==> src/rtl/fw_wb_pkg.sv <==
// Shared Wishbone watchdog encodings: FSM states and response types.
package fw_wb_pkg;

   localparam int unsigned TO_COUNT_W = 16;

   typedef enum logic [1:0] {
      ST_IDLE = 2'd0,
      ST_REQ  = 2'd1,
      ST_RESP = 2'd2
   } state_t;

   typedef enum logic [1:0] {
      RSP_ACK     = 2'd0,
      RSP_ERR     = 2'd1,
      RSP_TIMEOUT = 2'd2
   } rsp_t;

   // A target error outranks a simultaneous target ack.
   function automatic rsp_t rsp_select(input logic tack, input logic terr);
      if (terr) return RSP_ERR;
      if (tack) return RSP_ACK;
      return RSP_TIMEOUT;
   endfunction

endpackage

==> src/rtl/wb_watchdog_timer.sv <==
// Saturating REQ-state cycle counter; expired flags the last allowed cycle.
module wb_watchdog_timer #(
   parameter int unsigned TIMEOUT_CYCLES = 256
) (
   input  logic clock,
   input  logic reset,
   input  logic clear,
   input  logic run,
   output logic expired
);

   localparam int unsigned TW = $clog2(TIMEOUT_CYCLES + 1);
   localparam logic [TW-1:0] LAST = TW'(TIMEOUT_CYCLES - 1);

   logic [TW-1:0] r_count;
   logic          r_expired;

   // Counter holds at LAST so it can never wrap; flag tracks count==LAST.
   always_ff @(posedge clock) begin
      if (reset || clear) begin
         r_count   <= '0;
         r_expired <= 1'b0;
      end else if (run && (r_count != LAST)) begin
         r_count   <= r_count + TW'(1);
         r_expired <= (r_count == (LAST - TW'(1)));
      end
   end

   assign expired = r_expired;

endmodule

==> src/rtl/wb_target_watchdog.sv <==
// Wishbone target-side watchdog: forwards one transfer, returns err on timeout.
// Optional status outputs enabled by WB_TARGET_WATCHDOG_STATUS_EN.
module wb_target_watchdog
   import fw_wb_pkg::*;
#(
   parameter int unsigned WB_ADDR_WIDTH  = 32,
   parameter int unsigned WB_DATA_WIDTH  = 32,
   parameter int unsigned TIMEOUT_CYCLES = 256
) (
   input  logic                       clock,
   input  logic                       reset,
   input  logic [WB_ADDR_WIDTH-1:0]   adr,
   input  logic [WB_DATA_WIDTH-1:0]   dat_w,
   input  logic [WB_DATA_WIDTH/8-1:0] sel,
   input  logic                       cyc,
   input  logic                       stb,
   input  logic                       we,
   output logic [WB_DATA_WIDTH-1:0]   dat_r,
   output logic                       ack,
   output logic                       err,
   output logic [WB_ADDR_WIDTH-1:0]   tadr,
   output logic [WB_DATA_WIDTH-1:0]   tdat_w,
   output logic [WB_DATA_WIDTH/8-1:0] tsel,
   output logic                       tcyc,
   output logic                       tstb,
   output logic                       twe,
`ifdef WB_TARGET_WATCHDOG_STATUS_EN
   output logic [TO_COUNT_W-1:0]      to_count,
   output logic [WB_ADDR_WIDTH-1:0]   to_adr,
   output logic                       to_irq,
`endif
   input  logic [WB_DATA_WIDTH-1:0]   tdat_r,
   input  logic                       tack,
   input  logic                       terr
);

   localparam int unsigned SEL_W = WB_DATA_WIDTH / 8;

   state_t                   r_state;
   logic [WB_ADDR_WIDTH-1:0] r_tadr;
   logic [WB_DATA_WIDTH-1:0] r_tdat_w;
   logic [SEL_W-1:0]         r_tsel;
   logic                     r_twe;
   logic                     r_tcyc;
   logic                     r_tstb;
   logic [WB_DATA_WIDTH-1:0] r_dat_r;
   logic                     r_ack;
   logic                     r_err;

   logic w_resp;
   logic w_expired;
   logic w_clear;
   logic w_run;
   rsp_t w_rsp;

   assign w_resp  = tack | terr;
   assign w_clear = (r_state != ST_REQ);
   assign w_run   = (r_state == ST_REQ) && !w_resp;
   assign w_rsp   = w_resp ? rsp_select(tack, terr) : RSP_TIMEOUT;

   wb_watchdog_timer #(
      .TIMEOUT_CYCLES(TIMEOUT_CYCLES)
   ) u_timer (
      .clock  (clock),
      .reset  (reset),
      .clear  (w_clear),
      .run    (w_run),
      .expired(w_expired)
   );

   // Transfer FSM; ack/err are set on entry to RESP so they are high exactly in RESP.
   always_ff @(posedge clock) begin
      if (reset) begin
         r_state  <= ST_IDLE;
         r_tadr   <= '0;
         r_tdat_w <= '0;
         r_tsel   <= '0;
         r_twe    <= 1'b0;
         r_tcyc   <= 1'b0;
         r_tstb   <= 1'b0;
         r_dat_r  <= '0;
         r_ack    <= 1'b0;
         r_err    <= 1'b0;
      end else begin
         r_ack <= 1'b0;
         r_err <= 1'b0;
         case (r_state)
            ST_IDLE: begin
               if (cyc && stb) begin
                  r_tadr   <= adr;
                  r_tdat_w <= dat_w;
                  r_tsel   <= sel;
                  r_twe    <= we;
                  r_tcyc   <= 1'b1;
                  r_tstb   <= 1'b1;
                  r_state  <= ST_REQ;
               end
            end
            ST_REQ: begin
               if (!cyc) begin
                  r_tcyc  <= 1'b0;
                  r_tstb  <= 1'b0;
                  r_state <= ST_IDLE;
               end else if (w_resp || w_expired) begin
                  r_tcyc  <= 1'b0;
                  r_tstb  <= 1'b0;
                  r_dat_r <= w_resp ? tdat_r : '0;
                  r_ack   <= (w_rsp == RSP_ACK);
                  r_err   <= (w_rsp != RSP_ACK);
                  r_state <= ST_RESP;
               end
            end
            ST_RESP: r_state <= ST_IDLE;
            default: r_state <= ST_IDLE;
         endcase
      end
   end

   assign tadr   = r_tadr;
   assign tdat_w = r_tdat_w;
   assign tsel   = r_tsel;
   assign twe    = r_twe;
   assign tcyc   = r_tcyc;
   assign tstb   = r_tstb;
   assign dat_r  = r_dat_r;
   assign ack    = r_ack;
   assign err    = r_err;

`ifdef WB_TARGET_WATCHDOG_STATUS_EN
   logic                     w_timeout;
   logic [TO_COUNT_W-1:0]    r_to_count;
   logic [WB_ADDR_WIDTH-1:0] r_to_adr;
   logic                     r_to_irq;

   assign w_timeout = (r_state == ST_REQ) && cyc && !w_resp && w_expired;

   // Timeout statistics; irq lines up with the timeout err pulse.
   always_ff @(posedge clock) begin
      if (reset) begin
         r_to_count <= '0;
         r_to_adr   <= '0;
         r_to_irq   <= 1'b0;
      end else begin
         r_to_irq <= w_timeout;
         if (w_timeout) begin
            r_to_adr <= r_tadr;
            if (r_to_count != {TO_COUNT_W{1'b1}}) r_to_count <= r_to_count + TO_COUNT_W'(1);
         end
      end
   end

   assign to_count = r_to_count;
   assign to_adr   = r_to_adr;
   assign to_irq   = r_to_irq;
`endif

endmodule
==> config.mk <==
export PLATFORM = sky130hd
export DESIGN_NAME = wb_target_watchdog
export DESIGN_NICKNAME = d
export VERILOG_FILES = /design/src/rtl/fw_wb_pkg.sv /design/src/rtl/wb_watchdog_timer.sv /design/src/rtl/wb_target_watchdog.sv
export SDC_FILE = /design/constraint.sdc
export NUM_CORES = 1
export LEC_CHECK = 0
export ABC_AREA = 1
export BUFFER_PORTS_ARGS = -buffer_cell sky130_fd_sc_hd__buf_2
export CAP_MARGIN = 20
export CORE_MARGIN = 3
export CORE_UTILIZATION = 43
export CTS_CLUSTER_DIAMETER = 120
export DETAILED_ROUTE_END_ITERATION = 12
export HOLD_SLACK_MARGIN = 0.02
export PLACE_DENSITY = 0.76
export SKIP_CTS_REPAIR_TIMING = 1
export SYNTH_ARGS = -nofsm -noshare
export SYNTH_HDL_FRONTEND = slang
export SYNTH_HIERARCHICAL = 1
export SYNTH_SLANG_ARGS = --single-unit
==> constraint.sdc <==
create_clock -name clock -period 2.32 [get_ports clock]
set_clock_uncertainty 0.05 [all_clocks]
set_input_delay 0.116 -clock clock [delete_from_list [all_inputs] [get_ports clock]]
set_output_delay 0.116 -clock clock [all_outputs]
set_load 0.01 [all_outputs]
# Yosys cells after proc, flatten, opt, wreduce, memory -nomap -nowiden
# Cells that the tools add are included.
# W data, S select, Z words.
# word_totals
regBits	116
latch_bits	0
mem_bits_rw	0
romBits	0
out_inout_bits	105
memories	0
# classes
addsub	1
mul	0
div	0
order_cmp	0
eq_ne	6
shifts	0
muxes	17
bitwise	4
n_reduce_logical	15
# op_table
op	n
$mux W32	1
$mux W2	8
$add A9 B1 Y9 const B	1
$eq A9 B8 Y1 const B	1
$ne A9 B8 Y1 const B	1
$mux W1	6
$reduce_and A3 Y1	2
$logic_not A2 Y1	2
$pmux W2 S2	1
$reduce_and A2 Y1	2
$reduce_bool A2 Y1	2
$reduce_or A4 Y1	1
$logic_and A1 B1 Y1	3
$ne A3 B2 Y1 const B	1
$not A1 Y1	3
$eq A2 B1 Y1 const B	1
$logic_or A1 B1 Y1	2
$ne A2 B1 Y1 const B	1
$ne A2 B2 Y1 const B	1
$pmux W1 S2	1
$logic_not A1 Y1	1
$or A1 B1 Y1	1

# Logic depth before layout (Yosys ltp)
# Gate-level depths: netlist of run 1.
# logic_depth
word_depth	6
depth_mapped	10

# Modules after synthesis
# Netlist of run 1, hierarchy kept.
# modules_own_cells
module	n_inst	cells_each	area_per_inst_um2	seq_area_each_um2
wb_target_watchdog	1	469	3689.8	2122.0
wb_watchdog_timer	1	73	524.3	200.2

# Worst setup path before layout of run 1
# Ideal clock, no wire load.
# synth_timing
kind	flip-flop to flip-flop
from	register u_timer.r_count[1]
to	register u_timer.r_count[7]
setup_time_ps	115
arrival_ps	1472
t_required_ps	2155
setup_slack_ps	683
stages_incl_launch_ff	10
path_buffers	0
period_less_slack_ps	1637
cell_sequence	dfxtp_1 -> ha_1 -> inv_1 -> nor4_1 -> ha_1 -> inv_1 -> nand2_1 -> nor2_1 -> a21oi_1 -> nor2_1
# synth_via
elab_chain_len	2
# synth_rtl
element	line_no	source
start, declared	wb_watchdog_timer.sv:15	logic [TW-1:0] r_count;
start signal, assigned	wb_watchdog_timer.sv:24	r_count <= r_count + TW'(1);
parallel branches: the longest is 2 deep, another holds $add A9 B1 Y9	-	
# Several ways; the timed one is not identified.
# A chain may end at the register's enable or synchronous reset.

# Worst setup path after layout of run 1
# layout_timing
from	register r_state[0]
to	register r_dat_r[25] (netlist: dat_r[25])
# layout_via
elab_chain_len	2
# layout_rtl
element	line_no	source
start, declared	wb_target_watchdog.sv:39	state_t r_state;
start signal, assigned	wb_target_watchdog.sv:74	r_state <= ST_IDLE;
start signal, assigned	wb_target_watchdog.sv:96	r_state <= ST_REQ;
start signal, assigned	wb_target_watchdog.sv:103	r_state <= ST_IDLE;
$eq A2 B1 Y1	wb_target_watchdog.sv:87	case (r_state)
$reduce_and A3 Y1 (no source line)	-	
end signal, assigned	wb_target_watchdog.sv:107	r_dat_r <= w_resp ? tdat_r : '0;
end, declared	wb_target_watchdog.sv:46	logic [WB_DATA_WIDTH-1:0] r_dat_r;
# Every way passes these cells.

==> results of run 1 <==
## registers in the layout (all words and copies together) (netlist names), 2 cells and up
signal,cells
u_timer/r_count,9
dat_r,32
tsel,4
tadr,32
r_state,2
tdat_w,32
## routing by layer
metal / GRT usage (%) / up-vias / wire length (um)
li1: - / 2355 / -
met1: 21.8 / 2243 / 5570
met2: 36.3 / 238 / 7290
met3: 8.71 / 38 / 1250
met4: 5.62 / 0 / 329
met5: 0 / - / 0
## power by group through the flow
stage,Clock [mW],Sequential (mW),Combinational [mW]
after CTS,2.65,2.14,0.440
after detailed placement,0,2.18,0.440
after global placement,0,2.17,0.430
after floorplan,0,2.22,0.173
final,2.60,2.14,0.603
after global routing,2.74,2.15,0.658
## how the worst min path moves through the flow
stage	startpoint	slack (ps)	depth (start not counted)	endpoint
2_1_floorplan	terr	140	1	ack
3_3_place_gp	tack	260	2	err
3_5_place_dp	tack	270	2	err
4_1_cts	terr	-260	2	ack
5_1_grt	cyc	50	5	r_state[0]
6_report	cyc	6	5	r_state[0]
## cell type report
cell class / instances / area, um^2
Tap cell: 129 / 161
Fill cell: 625 / 2370
Multi-Input combinational cell: 373 / 1630
Sequential cell: 116 / 2320
Clock buffer: 18 / 428
Clock inverter: 13 / 173
Timing Repair Buffer: 327 / 2210
Inverter: 19 / 71.3
## logic make-up after synthesis
logic type / synth area share (%)
and+or+nand+nor: 23.8
adders and majority gates: 0.891
DFF: 55.1
buffers and inverters: 6.26
AOI/OAI and AO/OA: 14.0
## through the flow
step | worst slack [ps] | utilization (%) | hold slack, ps | area (um^2) | total power [mW]
after floorplan | 683 | - | 143 | 4210 | 2.40
after global placement | 598 | 56.4 | 258 | 5280 | 2.60
after detailed placement | 512 | 56.4 | 267 | 5280 | 2.62
after CTS | 508 | 62.8 | -262 | 5880 | 5.23
after global routing | 69.4 | 74.7 | 46.4 | 7000 | 5.55
final | 224 | 74.7 | 5.89 | 7000 | 5.35
## worst reg2reg max path, cell delays in order (launching register included)
cell and delay, ps:
dfxtp_1 410, nand2_2 120, nor2_2 150, and2_1 140
buf_4 310, nand2_1 90, a21oi_1 170, dlygate4sd3_1 590
## synthesized netlist by cell type (2+ instances only)
master	count
nor2_1	151
dfxtp_1	116
nand2_1	82
o21ai_0	72
a21oi_1	43
inv_1	18
clkbuf_1	16
buf_2	10
nand3_1	7
buf_6	6
ha_1	3
nor2_2	3
buf_4	2
nand2_2	2
==> run_results.csv, run 1 <==
group,metric,value,unit
critical_path,path_delay_family,"buffers and inverters",
clock_tree,path_clk_slew,50,ps
critical_path,reg2regPathDepth,7,
critical_path,r2r-start,"r_state[0]",
yosys,syn_area_per_cell,7.77,um^2
finish,drive_above_1_share,29.7,%
sta,fmax,0.477,GHz
finish,insertedDiodeCount,0,
drt,wl,14.4,mm
sta,slew_headroom,60.9,%
yosys,synth_warnings,6,
clock_tree,clock_latency,490,ps
drt,drt-initial-drc-count,378,
global_route,grt-ovfl-total,0,
sta,fin_crit_sh,90.4,%
critical_path,slowest_delay,580,ps
drt,via_per_inst,4.90,
critical_path,rrSetupSlack,220,ps
clock_tree,clockBufferDepth,2,
sta,fin_crit,2100,ps
pwr,cellLeakagePower,3.36,nW
finish,layout-area-overhead-vs-synth,66.2,%
drt,drc_errors,0,
global_route,antenna_found_initial,0,
yosys,syn_area,0.00421,mm^2
pwr,seqPwrFrac,40.1,%
clock_tree,cts_buffers,17,
global_route,grt_pass1_wl,18.7,mm
critical_path,crit_path_end_kind,"flop",
critical_path,crit_start,"r_state[0]",
yosys,seq_area_frac_synth,55.1,%
yosys,synth.distinct_cells,25,
critical_path,path_buf_inv,2,
place,dp_cells,853,
global_route,track_usage,20.3,%
sta,worst_slew_pin_slew,587,ps
critical_path,arrival,2470,ps
yosys,synth_edf_count,0,
sta,final_hold_viol_count,0,
sta,setup-tns-final,0,ps
pwr,p_int,4.07,mW
yosys,syn_nets,652,
yosys,yosysTopAreaCell,"dfxtp_1",
sta,setup_violations,0,
sta,finalMaxSlewViolations,0,
pwr,comb_power_share,11.3,%
critical_path,cp-start-kind,"flop",
drt,wire_per_inst,14.5,um
critical_path,criticalPathCategory,"reg2reg",
finish,final_nets,964,
critical_path,crit_slowest_cell,"dlygate4sd3_1",
critical_path,path_depth,7,
pwr,clkPwrFrac,48.7,%
clock_tree,cts_tree,"yes",
floorplan,die_y,105,um
finish,final_common_cell,"buf_2",
drt,vias,4874,
run,drv_cap,0,
global_route,grt_max_degree,72,
pwr,p_per_area,764,mW/mm^2
place,dp_hpwl,7.80,mm
floorplan,fp.coreArea,0.00937,mm^2
hold_path,min_path_type,"in2reg",
floorplan,start_util,45.0,%
clock_tree,clock-sinks,116,
yosys,synth_cells,542,
floorplan,std_cell_rows,35,
clock_tree,htreeDepth,4,
critical_path,worstReg2RegEnd,"dat_r[25]",
floorplan,ioPinCount,212,
pwr,p_switching,1.28,mW
yosys,async_reset_ff_share,0,%
pwr,sw_frac_of_total,23.9,%
yosys,synth_seq_cells,116,
clock_tree,cts-root-buf,"clkbuf_8",
yosys,synth-main-ff-cell,"dfxtp_1",
yosys,synthTopCellsByArea,"dfxtp_1, nor2_1, o21ai_0, nand2_1, a21oi_1",
outcome,status,"finished clean",
drt,ant_nets,0,
finish,final_cell_mix,"buf_2, nor2_1, dfxtp_1",
place,port-buffer-count,211,
critical_path,worstSetupEndpoint,"dat_r[25]",
yosys,netlist.area_leader.share,55.1,%
drt,dr.pass1.iters,5,
critical_path,worst_ep_required_time,2690,ps
place,gp_congestion,0.812,
critical_path,crit_chain,"nand2_2 > nor2_2 > and2_1 > buf_4 > nand2_1 > a21oi_1 > dlygate4sd3_1",
pwr,ir_worst_vdd,560,uV
critical_path,path_max_fanout,32,
finish,final_cells,995,
floorplan,die_x,105,um
sta,rsz0062_at_grt,"false",
floorplan,dieArea,0.0110,mm^2
global_route,grt_pass1_vias,4263,
No activity file was read; power rests on OpenSTA's default activity.
==> run 2, diff against run 1 <==
- ABC_AREA: 1 -> 0
==> run_results.csv, run 2 <==
group,metric,value,unit
yosys,syn_area,0.00412,mm^2
sta,setup_violations,0,
clock_tree,clock_latency,500,ps
critical_path,crit_slowest_cell,"and4bb_2",
global_route,antenna_found_initial,0,
floorplan,die_y,104,um
pwr,power,5.31,mW
critical_path,path_buf_inv,2,
sta,finalMaxSlewViolations,0,
hold_path,min_path_type,"in2reg",
drt,vias,4518,
yosys,synthTopCellsByArea,"dfxtp_1, nand2_1, a21oi_1, a22o_2, a22o_1",
floorplan,die_x,104,um
critical_path,crit_start,"r_state[1]",
hold_path,whs_path_depth,4,
clock_tree,cts_tree,"yes",
drt,dr.pass1.iters,6,
sta,final_hold_viol_count,0,
drt,drt-initial-drc-count,261,
sta,slew_headroom,52.9,%
sta,fin_crit_sh,92.0,%
pwr,sw_frac_of_total,23.5,%
yosys,synth_most_common_cell,"nand2_1",
outcome,status,"finished clean",
global_route,grt_pass1_vias,3690,
pwr,comb_power_share,10.4,%
floorplan,fp.coreArea,0.00928,mm^2
critical_path,crit_chain,"and4bb_2 > buf_12 > nand2_1 > a21oi_1 > dlygate4sd3_1",
yosys,synth.distinct_cells,37,
global_route,track_usage,19.4,%
pwr,seqPwrFrac,39.5,%
yosys,yosysTopAreaCell,"dfxtp_1",
drt,wl,13.7,mm
yosys,netlist.area_leader.share,56.3,%
yosys,yosys-top-cells-count,"nand2_1, dfxtp_1, a21oi_1, a22o_2, clkbuf_1",
drt,wire_per_inst,15.1,um
yosys,synth_warnings,6,
global_route,grt_max_degree,68,
floorplan,std_cell_rows,35,
critical_path,r2r-start,"r_state[1]",
critical_path,slowest_delay,590,ps
critical_path,criticalPathCategory,"reg2reg",
critical_path,rrSetupSlack,190,ps
floorplan,dieArea,0.0108,mm^2
finish,insertedDiodeCount,0,
yosys,synth_edf_count,0,
pwr,p_int,4.06,mW
yosys,synth_seq_cells,116,
floorplan,start_util,44.4,%
critical_path,arrival,2530,ps
pwr,cellLeakagePower,3.21,nW
yosys,syn_nets,561,
sta,setup-tns-final,0,ps
clock_tree,cts-root-buf,"clkbuf_8",
yosys,async_reset_ff_share,0,%
sta,worst_slew_pin_slew,707,ps
clock_tree,htreeDepth,4,
floorplan,ioPinCount,212,
global_route,grt-ovfl-total,0,
finish,fillers,585,
finish,drive_above_1_share,35.9,%
pwr,p_per_area,761,mW/mm^2
finish,layout-area-overhead-vs-synth,69.3,%
finish,final_cell_mix,"buf_2, nand2_1, dfxtp_1",
sta,fin_crit,2130,ps
critical_path,worst_ep_required_time,2710,ps
global_route,grt_pass1_wl,17.4,mm
yosys,synth-main-ff-cell,"dfxtp_1",
yosys,syn_area_per_cell,9.14,um^2
hold_path,hold_path.startpoint,"stb",
finish,multiInputGateArea,0.00162,mm^2
critical_path,path_delay_family,"buffers and inverters",
run,drv_cap,0,
critical_path,worstReg2RegEnd,"tdat_w[28]",
sta,fmax,0.469,GHz
critical_path,cp-start-kind,"flop",
yosys,synth_cells,451,
pwr,ir_worst_vdd,568,uV
critical_path,path_max_fanout,52,
clock_tree,path_clk_slew,60,ps
pwr,p_switching,1.25,mW
sta,rsz0062_at_grt,"false",
critical_path,crit_path_end_kind,"flop",
place,dp_hpwl,7.53,mm
pwr,clkPwrFrac,50.0,%
finish,final_nets,877,
place,port-buffer-count,211,
place,gp_congestion,0.788,
hold_path,min_to,"tdat_w[27]",
finish,seq_area,0.00232,mm^2
critical_path,reg2regPathDepth,5,
clock_tree,clock-sinks,116,
drt,ant_nets,0,
clock_tree,clockBufferDepth,2,
drt,via_per_inst,4.97,
clock_tree,cts_buffers,17,
yosys,seq_area_frac_synth,56.3,%
finish,final_common_cell,"buf_2",
drt,drc_errors,0,
[run 2: cell types whose count changed in the layout (fill, tap and decap cells not counted), sizes merged, moves of 4 or more]
cell,delta
a21oi,+35
a22o,+32
inv,-18
nand2,+58
nand3,-4
nor2,-148
o21ai,-71
[run 2: cell families after synthesis]
group	synth area share (%)
AND/OR/NAND/NOR	19.2
AO/OA/AOI/OAI	18.6
buffers and inverters	4.58
flip-flops	56.3
XOR/XNOR	0.425
adder cells (fa/ha/maj)	0.910
[run 2: worst max-delay path by stage]
stage	cells after the start	end	slack, ps
CTS	6	u_timer/r_count[6]	300
detailed placement	6	u_timer/r_count[6]	310
finish	5	tdat_w[28]	190
global route	5	tdat_w[28]	20
floorplan	6	u_timer/r_count[6]	500
global placement	6	u_timer/r_count[6]	390
[run 2: power groups by stage]
| stage | logic [mW] | clock network [mW] | registers (mW) |
|---|---|---|---|
| 5_1_grt | 0.601 | 2.79 | 2.10 |
| 2_1_floorplan | 0.164 | 0 | 2.17 |
| 6_report | 0.554 | 2.66 | 2.10 |
| 3_5_place_dp | 0.387 | 0 | 2.14 |
| 3_3_place_gp | 0.379 | 0 | 2.14 |
| 4_1_cts | 0.389 | 2.71 | 2.10 |
[run 2: cell type report]
class	instances	area share, %
Tap cell	129	2.31
Clock inverter	13	2.47
Timing Repair Buffer	330	32.2
Multi-Input combinational cell	299	23.3
Clock buffer	19	6.33
Sequential cell	116	33.3
Inverter	3	0.197
[run 2: tightest hold or removal path, stage by stage]
cell and delay (ps):
buf_2 120, nand4bb_4 140, nand2_1 70, a21oi_1 130
[run 2: through the flow]
step	cell area [um^2]	cells	util, %	worst slack [ps]	hold slack (ps)
2_1_floorplan	4120	451	-	502	199
3_3_place_gp	5240	764	56.4	391	285
3_5_place_dp	5240	764	56.4	308	289
4_1_cts	5850	796	63.0	300	-241
5_1_grt	6980	909	75.2	17.8	67.3
6_report	6980	909	75.2	186	67.0
[run 2: routing by layer]
| layer | global-route usage (%) | vias up | part of all wire [%] |
|---|---|---|---|
| met2 | 33.4 | 214 | 53 |
| met4 | 7.12 | 0 | 2.0 |
| met5 | 0 | - | 0 |
| met3 | 5.90 | 26 | 6.6 |
| li1 | - | 2166 | - |
| met1 | 22.8 | 2112 | 39 |
==> run 3, diff against run 2 <==
--- a/config.mk
+++ b/config.mk
@@ -10,5 +10,5 @@
 export CAP_MARGIN = 20
 export CORE_MARGIN = 3
-export CORE_UTILIZATION = 43
+export CORE_UTILIZATION = 41
 export CTS_CLUSTER_DIAMETER = 120
 export DETAILED_ROUTE_END_ITERATION = 12
==> constraint.sdc (replaced) <==
create_clock -name clock -period 1.9 [get_ports clock]
set_clock_uncertainty 0.05 [all_clocks]
set_input_delay 0.095 -clock clock [delete_from_list [all_inputs] [get_ports clock]]
set_output_delay 0.095 -clock clock [all_outputs]
set_load 0.05 [all_outputs]
==> run_results.csv, run 3 (synthesis results as in run 2) <==
group,metric,value,unit
outcome,status,"finished clean",
floorplan,std_cell_rows,35,
sta,slew_headroom,52.2,%
run,drv_cap,0,
critical_path,crit_slowest_cell,"or4_1",
place,pre_cts_ws,-3.49,ps
critical_path,path_buf_inv,0,
hold_path,whs_path_depth,3,
pwr,ir_worst_vdd,494,uV
pwr,p_per_area,944,mW/mm^2
finish,final_cell_mix,"buf_2, nand2_1, dfxtp_1",
drt,via_per_inst,4.91,
drt,wire_per_inst,14.9,um
critical_path,cp-start-kind,"flop",
global_route,grt_pass1_vias,3715,
critical_path,slowest_delay,520,ps
global_route,antenna_found_initial,0,
finish,insertedDiodeCount,0,
drt,drc_errors,0,
sta,setup_violations,0,
sta,final_hold_viol_count,0,
floorplan,dieArea,0.0113,mm^2
sta,fmax,0.541,GHz
critical_path,crit_path_end_kind,"flop",
clock_tree,path_clk_slew,50,ps
clock_tree,htreeDepth,4,
finish,final_nets,878,
floorplan,die_x,106,um
global_route,grt-ovfl-total,0,
critical_path,crit_chain,"ha_2 > nand3_1 > nor2_1 > ha_1 > nand3b_4 > or4_1 > a21oi_1",
critical_path,reg2regPathDepth,7,
pwr,power,6.57,mW
global_route,use_met2,32.2,%
place,dp_hpwl,7.54,mm
global_route,grt_pass1_wl,17.4,mm
clock_tree,clock_latency,500,ps
finish,fillers,650,
critical_path,criticalPathCategory,"reg2reg",
floorplan,start_util,43.4,%
floorplan,ioPinCount,212,
clock_tree,clock-sinks,116,
sta,rsz0062_at_grt,"true",
critical_path,worst_ep_required_time,2270,ps
clock_tree,cts_buffers,17,
sta,worst_slew_pin_slew,717,ps
floorplan,die_y,106,um
clock_tree,clockBufferDepth,2,
sta,fin_crit_sh,97.2,%
place,port-buffer-count,211,
sta,finalWorstSetupSlack,52.9,ps
critical_path,arrival,2220,ps
finish,final_common_cell,"buf_2",
global_route,track_usage,19.0,%
global_route,top_usage_layer,"met2",
drt,vias,4465,
global_route,gr-usage-met3,6.07,%
finish,post-route-util,73.3,%
drt,dr.pass1.iters,6,
hold_path,min_path_type,"in2reg",
pwr,cellLeakagePower,3.19,nW
critical_path,path_max_fanout,7,
clock_tree,cts-root-buf,"clkbuf_8",
drt,ant_nets,0,
global_route,grt_max_degree,71,
drt,wl,13.5,mm
drt,drt-initial-drc-count,374,
finish,layout-area-overhead-vs-synth,68.8,%
critical_path,path_depth,7,
finish,drive_above_1_share,36.8,%
critical_path,path_delay_family,"simple AND/OR/NAND/NOR gates",
global_route,use_met1,22.2,%
sta,fin_crit,1850,ps
floorplan,fp.coreArea,0.00950,mm^2
clock_tree,cts_tree,"yes",
place,gp_congestion,0.805,
sta,finalMaxSlewViolations,0,
## run 3: cell types whose count changed in the layout (fill, tap and decap cells not counted), sizes merged
cell         before  now
buf             217  222
clkbuf           19   18
clkinv            3    4
clkinvlp          4    5
dlygate4sd3     113  109
inv               6    4
## run 3: stage by stage
step | std cells | hold slack (ps) | TNS (ps) | area (um^2)
after CTS | 797 | -267 | -41.5 | 5840
after global routing | 909 | 54.9 | -84.6 | 6960
after detailed placement | 766 | 267 | -3.49 | 5260
after global placement | 766 | 264 | 0 | 5260
final | 909 | 46.6 | 0 | 6960
after floorplan | 451 | 178 | 0 | 4120
## run 3: final timing paths
kind                      start            endpoint  slack (ps)
min                         stb          r_state[0]          50
max          u_timer/r_count[0]  u_timer/r_count[6]          50
min reg2reg           tdat_w[9]           tdat_w[9]         400
max reg2reg  u_timer/r_count[0]  u_timer/r_count[6]          50
## run 3: area by class of cell
type                    count  area, um^2  area share (%)
well taps                 129         161            2.32
flip-flops and latches    116        2320            33.4
multi-input cells         299        1630            23.4
repair buffers            331        2250            32.4
clock buffers              18         418            6.00
clock inverters            13         160            2.30
inverters                   3        13.8           0.198
## run 3: worst register-to-register path, cell delays in order (launching register included)
cell and delay [ps]:
dfxtp_2 340, ha_2 200, nand3_1 80, nor2_1 50, ha_1 210, nand3b_4 190, or4_1 520, a21oi_1 140
## run 3: layer usage
layer | wire length [um] | part of all wire, %
met5 | 0 | 0
met4 | 421 | 3.1
met3 | 900 | 6.6
met2 | 6900 | 51
met1 | 5310 | 39
## run 3: where the power goes
group	leakage, nW	switching (mW)	internal, mW	total [mW]
logic	1.97	0.566	0.362	0.927
registers	0.944	0.0446	2.52	2.56
clock network	0.269	1.10	1.98	3.08
